File: src/rtl/frame_read_master.sv
// Frame read master: fetches NUM_WORDS 32-bit pixel words from a memory-mapped
// slave one at a time (address phase, data phase) and forwards each word on a
// valid/ready stream toward the CORDIC pipeline, ending with a one-cycle done.
// Only one handshake is ever open at a time, so a word costs at least 3 cycles.
module frame_read_master #(
  parameter int NUM_WORDS = 1024,
  parameter int ADDR_W    = 10
) (
  input  logic        aclk,
  input  logic        aresetn,
  input  logic        start,
  output logic        busy,
  output logic        done,
  output logic [31:0] araddr,
  output logic        arvalid,
  input  logic        arready,
  input  logic [31:0] rdata,
  input  logic        rvalid,
  output logic        rready,
  output logic [31:0] m_tdata,
  output logic        m_tvalid,
  input  logic        m_tready,
  output logic        m_tlast
);

  typedef enum logic [2:0] {
    ST_IDLE,
    ST_AR,
    ST_R,
    ST_OUT,
    ST_DONE
  } state_t;

  localparam logic [ADDR_W-1:0] LAST_IDX = ADDR_W'(NUM_WORDS - 1);

  state_t            state;
  logic [ADDR_W-1:0] index;
  logic [31:0]       data_q;

  // The word index doubles as the address; upper address bits stay zero.
  assign araddr  = 32'(index);
  assign m_tdata = data_q;

  // Frame sequencer: every handshake output is registered and set on entry to
  // the state that owns it, so each state presents stable, glitch-free outputs.
  always_ff @(posedge aclk or negedge aresetn) begin
    if (!aresetn) begin
      state    <= ST_IDLE;
      index    <= '0;
      data_q   <= '0;
      arvalid  <= 1'b0;
      rready   <= 1'b0;
      m_tvalid <= 1'b0;
      m_tlast  <= 1'b0;
      busy     <= 1'b0;
      done     <= 1'b0;
    end else begin
      case (state)
        ST_IDLE: begin
          if (start) begin
            index   <= '0;
            arvalid <= 1'b1;
            busy    <= 1'b1;
            state   <= ST_AR;
          end
        end
        ST_AR: begin
          if (arready) begin
            arvalid <= 1'b0;
            rready  <= 1'b1;
            state   <= ST_R;
          end
        end
        ST_R: begin
          if (rvalid) begin
            rready   <= 1'b0;
            data_q   <= rdata;
            m_tvalid <= 1'b1;
            m_tlast  <= (index == LAST_IDX);
            state    <= ST_OUT;
          end
        end
        ST_OUT: begin
          if (m_tready) begin
            m_tvalid <= 1'b0;
            m_tlast  <= 1'b0;
            if (index == LAST_IDX) begin
              done  <= 1'b1;
              state <= ST_DONE;
            end else begin
              index   <= index + ADDR_W'(1);
              arvalid <= 1'b1;
              state   <= ST_AR;
            end
          end
        end
        ST_DONE: begin
          done  <= 1'b0;
          busy  <= 1'b0;
          state <= ST_IDLE;
        end
        default: begin
          arvalid  <= 1'b0;
          rready   <= 1'b0;
          m_tvalid <= 1'b0;
          m_tlast  <= 1'b0;
          busy     <= 1'b0;
          done     <= 1'b0;
          state    <= ST_IDLE;
        end
      endcase
    end
  end

  // Design invariants: one handshake open at a time and the index never leaves
  // the frame.
  a_one_handshake: assert property (@(posedge aclk) disable iff (!aresetn)
    $onehot0({arvalid, rready, m_tvalid}));
  a_index_range: assert property (@(posedge aclk) disable iff (!aresetn)
    index <= LAST_IDX);

endmodule

File: config.mk
export PLATFORM = sky130hd
export DESIGN_NAME = frame_read_master
export DESIGN_NICKNAME = d
export VERILOG_FILES = /design/src/rtl/frame_read_master.sv
export SDC_FILE = /design/constraint.sdc
export NUM_CORES = 1
export LEC_CHECK = 0
export CAP_MARGIN = 40
export CORE_MARGIN = 2
export CORE_UTILIZATION = 39
export CTS_BUF_LIST = sky130_fd_sc_hd__clkbuf_2 sky130_fd_sc_hd__clkbuf_4 sky130_fd_sc_hd__clkbuf_8
export DETAILED_ROUTE_END_ITERATION = 10
export PLACE_DENSITY = 0.9
export REMOVE_ABC_BUFFERS = 1
export SLEW_MARGIN = 20
export SYNTH_ARGS = -nofsm -noshare
export SYNTH_HDL_FRONTEND = slang
export SYNTH_SLANG_ARGS = --single-unit
File: constraint.sdc
create_clock -name aclk -period 1.5 [get_ports aclk]
set_input_delay 0.3 -clock aclk [delete_from_list [all_inputs] [get_ports aclk]]
set_output_delay 0.3 -clock aclk [all_outputs]
set_load 0.02 [all_outputs]
==> results of run 1 <==
power by group through the flow:
stage          logic [W]  registers, W  clock network, W
3_3_place_gp     0.00328       0.00222                 0
6_report         0.00352       0.00224          0.000859
5_1_grt          0.00376       0.00232          0.000939
3_5_place_dp     0.00336       0.00225                 0
2_1_floorplan   0.000995       0.00293                 0
4_1_cts          0.00310       0.00221          0.000882
area by class of cell:
| type | count | area (sq um) |
|---|---|---|
| clock buffer | 7 | 90.1 |
| clock inverter | 1 | 8.76 |
| fill | 450 | 2120 |
| inverter | 3 | 11.3 |
| multi-input combinational | 140 | 1190 |
| sequential | 51 | 1280 |
| tap | 75 | 93.8 |
| timing repair buffer | 127 | 1160 |
state kept, by name, summed over array words and instances (netlist names):
| name | count |
|---|---|
| state | 3 |
| arvalid | 1 |
| done | 1 |
| m_tdata | 32 |
| busy | 1 |
| m_tlast | 1 |
| m_tvalid | 1 |
| rready | 1 |
| index | 10 |
worst max-delay path, cell delays in order (launching register included):
cell	delay (ps)
dfrtp_1	430
or3b_4	400
a21o_4	260
o31ai_1	230
o41ai_1	120
metrics by stage:
step	setup WS, ps	power, W	std cells	setup TNS [ps]	utilization, %
floorplan	-595	0.00392	194	-22650	-
CTS	-41.2	0.00619	399	-138	61.5
global placement	-485	0.00549	387	-11670	58.8
detailed placement	-535	0.00561	387	-12780	58.8
finish	-60.7	0.00662	404	-298	64.4
global route	-94.0	0.00702	404	-2110	64.4
cells in the final DEF, fill, tap and decap left out, types with 2 or more instances in the layout:
master           count
nand4_1              3
nand2_1             10
dlygate4sd2_1       42
o21ai_2              2
nand2b_4             2
mux2_4              26
o21ai_0              3
nand3_1              7
inv_1                3
clkbuf_2             3
clkdlybuf4s50_1     35
nor2_4               2
conb_1              22
nand3b_1             2
nand2b_1             3
a21oi_2              2
clkdlybuf4s15_1      3
buf_2                2
o21ai_1              2
o31ai_1              2
a21oi_1              6
buf_12               2
and3_1               2
buf_4               31
mux2_2               7
clkbuf_8             6
a31oi_1              6
o31ai_2              2
a41oi_2              2
buf_6                6
dfrtp_1             50
nor2_1               2
cells by family (layout without fill, tap and decap cells):
group,Yosys count,after routing
and+or+nand+nor,47,47
adders and majority gates,1,1
DFF,51,51
muxes,33,33
AOI/OAI and AO/OA,37,37
buffers and inverters,33,138
other,1,22
what timing repair did:
item                                    in CTS  in global routing
pin swaps                                    7                 10
hold buffers                                 1                  0
endpoints found under the hold margin       24                  0
gates resized for setup                     75                 46
endpoints found under the setup margin      91                 53
buffers inserted                             2                  3
cloned                                       1                  2
worst paths after layout:
kind	startpoint	to	slack [ps]	cells past startpoint
worst max-delay path	state[1]	index[8]	-60	4
worst min-delay path	m_tvalid	m_tvalid	480	1
worst max register to register	state[1]	index[8]	-60	4
worst min register to register	m_tvalid	m_tvalid	480	1
max in group asynchronous	aresetn	state[2]	430	3
min in group asynchronous	aresetn	m_tdata[19]	510	2
routing by layer:
metal  GRT usage [%]  vias to the layer above  part of all wire [%]
met4            5.57                        0                   1.7
met1            21.3                     1007                    41
met2            30.3                       98                    48
li1                -                      940                     -
met3            5.22                       11                   8.6
met5               0                        -                     0
==> impl_metrics.csv, run 1 <==
group,metric,value,unit
sta,period_minus_slack,1560,ps
sta,setup_viol,18,
logic_synthesis,yosys.area.top_type,"dfrtp_1",
global_routing,antenna_found_initial,0,
place,dp_hpwl,4150,um
cts,htreeDepth,2,
pwr,ir_drop,990,uV
logic_synthesis,yosys.area_share.simple,11.8,%
pwr,p_seq_share,33.9,%
detailed_routing,vias,2056,
final_layout,area_growth,58.9,%
pwr,power_switching,0.00250,W
cts,path_clk_slew,100,ps
final_layout,nets,367,
sta,whs,483,ps
flow_run,cap_violations,0,
setup_path,worst_ep_required_time,1680,ps
setup_path,worst-setup-path-type,"flip-flop to flip-flop",
setup_path,end_kind,"flip-flop",
sta,slew_viol_final,0,
logic_synthesis,synth-compound-area-share,10.1,%
detailed_routing,viasPerCell,5.09,
logic_synthesis,ys_ff_latch,51,
sta,slew_headroom,62.3,%
global_routing,grt_use_total,17.7,%
setup_path,path_max_fanout,8,
detailed_routing,first_iter_violations,63,
logic_synthesis,ys_types,39,
die,die_w,82.7,um
cts,worstSkewPairLatency,300,ps
die,rows,28,
detailed_routing,wirelength,6490,um
logic_synthesis,synth_area_leaders,"dfrtp_1, mux2_2, buf_4",
logic_synthesis,synth_area,2410,sq um
die,ios,108,
setup_path,critPathArrivalTime,1740,ps
die,dieArea,6830,sq um
final_layout,diodes,0,
logic_synthesis,syn-mean-instance-area,11.9,sq um
sta,rsz0062_at_grt,"yes",
global_routing,gr-total-overflow,0,
pwr,internal_power,0.00412,W
logic_synthesis,synth.most_common_cell,"dfrtp_1",
logic_synthesis,ys_seq_area_share,52.9,%
logic_synthesis,async_reset_ff_share,100,%
logic_synthesis,yosys_warnings,0,
pwr,comb_power_share,53.1,%
logic_synthesis,yosys.area.top_type_share,52.9,%
cts,cts_made_buffers,5,
sta,fin_crit_sh,104,%
global_routing,grt_pass1_vias,1865,
place,routabilityCongestion,0.832,
pwr,powerDensity,1720,nW/um^2
pwr,power.leakage,1.83,nW
detailed_routing,drc_errors,0,
cts,cts_tree,"done",
sta,hold_violations,0,
sta,worst_pin_slew,565,ps
logic_synthesis,synthTopCellsByCount,"dfrtp_1, mux2_2, buf_4, nand2_1",
final_layout,layout-drive-gt1-share,35.0,%
logic_synthesis,synth-adder-area-share,0.518,%
place,placed_area,3500,sq um
run_status,violations,"negative setup slack",
detailed_routing,antenna_left,0,
run_status,status,"finished, violations left",
cts,clock_sinks,51,
min_path,hold_class,"flip-flop to flip-flop",
logic_synthesis,synth_top_family_by_area,"multiplexers",
final_layout,finalInstanceArea,3840,sq um
pwr,p_clk_share,13.0,%
sta,finalClockSkew,11.9,ps
logic_synthesis,synthMuxAreaShare,15.4,%
global_routing,grt_start_max_net_pins,35,
logic_synthesis,synth_xor_area_share,0,%
logic_synthesis,synthFlopType,"dfrtp_1",
logic_synthesis,syn_inst,203,
die,initial_utilization,40.5,%
sta,fin_ws,-60.7,ps
die,die-height,82.7,um
die,core_area,5960,sq um
sta,fmax,0.641,GHz
cts,clockBufferDepth,2,
detailed_routing,routedWlPerCell,16.1,um
setup_path,cp-start-kind,"flip-flop",
detailed_routing,firstDrtPassIters,4,
pwr,swShare,37.7,%
global_routing,grt_first_pass_wirelength,9100,um
logic_synthesis,synth_edf_count,0,
cts,root_buffer,"clkbuf_8",
place,io_buffer_count,85,
Power figures use the tool's default switching activity.
==> run 2, diff against run 1 <==
CTS_CLUSTER_DIAMETER = 120   (was not set)
==> results of run 2 <==
Final layout, timing and power as in run 1 (identical DEF).
==> run 3, diff against run 2 <==
clock period = 1.4 ns   (was 1.5 ns; I/O delays follow)
==> impl_metrics.csv, run 3 (synthesis gave the netlist of run 1 again) <==
group,metric,value,unit
final_layout,finalInstanceArea,3990,sq um
global_routing,grt_pass1_vias,2163,
cts,worstSkewPairLatency,300,ps
final_layout,final_core_util,67.1,%
setup_path,worst-setup-path-type,"flip-flop to flip-flop",
place,dp_hpwl,4250,um
final_layout,ff_latch_area,1280,sq um
global_routing,gr-total-overflow,0,
sta,whs,305,ps
pwr,ir_drop,1080,uV
setup_path,crit_family,"buffers and inverters",
cts,htreeDepth,2,
die,initial_utilization,40.5,%
sta,period_minus_slack,1610,ps
sta,hold_violations,0,
global_routing,grt_use_total,20.1,%
pwr,powerDensity,1900,nW/um^2
cts,clock_sinks,51,
setup_path,path_cells,"buf_6 -> nand3b_1 -> nor4_4 -> buf_4 -> buf_8 -> o31ai_4 -> o41ai_2",
sta,slew_viol_final,0,
flow_run,cap_violations,0,
sta,fin_ws,-208,ps
final_layout,layout_commonest_cell,"dfrtp_1",
sta,rsz0062_at_grt,"yes",
setup_path,r2r-end,"index[8]",
sta,setup_viol,46,
run_status,violations,"negative setup slack",
setup_path,path_max_fanout,5,
sta,fmax,0.622,GHz
die,dieArea,6830,sq um
setup_path,end_kind,"flip-flop",
cts,path_clk_slew,90,ps
detailed_routing,wirelength,7020,um
final_layout,diodes,0,
sta,fin_crit_sh,115,%
setup_path,critPathSlowestCell,"dfrtp_1",
die,rows,28,
detailed_routing,routedWlPerCell,17.0,um
detailed_routing,first_iter_violations,64,
detailed_routing,antenna_left,0,
detailed_routing,vias,2130,
die,die-height,82.7,um
sta,finalClockSkew,8.37,ps
setup_path,critPathArrivalTime,1790,ps
cts,root_buffer,"clkbuf_8",
detailed_routing,firstDrtPassIters,4,
setup_path,cp-start-kind,"flip-flop",
die,ios,108,
final_layout,fillers,456,
setup_path,crit_buf_inv,3,
cts,cts_tree,"done",
final_layout,layout-drive-gt1-share,39.3,%
final_layout,nets,376,
die,core_area,5960,sq um
setup_path,worst_ep_required_time,1590,ps
setup_path,critPathMaxStageDelay,430,ps
pwr,power.leakage,1.92,nW
detailed_routing,viasPerCell,5.16,
global_routing,antenna_found_initial,0,
pwr,finalPower,0.00759,W
global_routing,grt_first_pass_wirelength,10300,um
place,routabilityCongestion,0.837,
final_layout,mostFrequentLayoutCells,"dfrtp_1, dlygate4sd2_1, clkdlybuf4s50_1",
detailed_routing,drc_errors,0,
setup_path,reg2reg_depth,7,
place,placed_area,3530,sq um
final_layout,multiInputGateArea,1260,sq um
setup_path,r2r_slack,-210,ps
place,io_buffer_count,85,
global_routing,grt_start_max_net_pins,28,
min_path,hold_class,"input pin to async pin",
final_layout,area_growth,65.5,%
die,die_w,82.7,um
cts,clockBufferDepth,2,
setup_path,reg2reg_from,"state[0]",
run_status,status,"finished, violations left",
final_layout,largest_reg_flops,32,
cts,cts_made_buffers,5,
## run 3: cell types whose count changed in the layout (fill, tap and decap cells not counted), sizes merged
| cell | before | now |
|---|---|---|
| clkdlybuf4s15 | 3 | 0 |
| clkinv | 1 | 0 |
| buf | 42 | 60 |
| bufinv | 0 | 2 |
| clkbuf | 11 | 6 |
| dlygate4sd2 | 42 | 40 |
## run 3: layer usage
metal	global-route usage, %	share of wire, %	up-vias
li1	-	-	958
met1	23.3	40	1050
met2	36.3	50	108
met3	4.24	7.7	14
met4	7.38	2.1	0
met5	0	0	-
## run 3: cell type report
cell class,count,share of cell area [%]
Timing Repair Buffer,136,30.5
Clock buffer,6,1.91
Multi-Input combinational cell,140,31.5
Clock inverter,2,1.50
Tap cell,75,2.35
Inverter,3,0.282
Sequential cell,51,32.0
## run 3: worst max-delay path by stage
| stage | from | endpoint | slack [ps] | cells after the start |
|---|---|---|---|---|
| 6_report | state[0] | index[8] | -210 | 7 |
| 5_1_grt | index[0] | arvalid | -250 | 7 |
| 4_1_cts | state[0] | m_tdata[25] | -180 | 6 |
| 3_5_place_dp | start | index[8] | -610 | 5 |
| 3_3_place_gp | start | index[2] | -560 | 5 |
| 2_1_floorplan | state[0] | m_tdata[0] | -700 | 3 |
## run 3: worst register-to-register path, cell delays in order (launching register included)
cell,delay [ps]
dfrtp_1,430
buf_6,150
nand3b_1,210
nor4_4,50
buf_4,160
buf_8,140
o31ai_4,250
o41ai_2,100
## run 3: timing repair
| item | 4_1_cts | 5_1_grt |
|---|---|---|
| pin swaps | 20 | 10 |
| buffers inserted | 9 | 3 |
| cloned | 3 | 0 |
| setup endpoints to repair | 95 | 53 |
| hold buffers | 1 | 0 |
| endpoints found under the hold margin | 24 | 0 |
| gates resized for setup | 127 | 39 |
## run 3: metrics by stage
| step | setup TNS (ps) | setup slack [ps] | cells |
|---|---|---|---|
| finish | -6230 | -208 | 413 |
| floorplan | -27450 | -695 | 194 |
| detailed placement | -16600 | -608 | 392 |
| global placement | -15280 | -557 | 392 |
| CTS | -6210 | -179 | 413 |
| global route | -8470 | -249 | 413 |
## run 3: where the power goes
| part | switching [W] | total (W) | leakage, nW | internal [W] |
|---|---|---|---|---|
| clock | 0.000476 | 0.00121 | 0.0688 | 0.000733 |
| sequential | 0.000347 | 0.00241 | 0.633 | 0.00206 |
| combinational | 0.00196 | 0.00397 | 1.21 | 0.00201 |
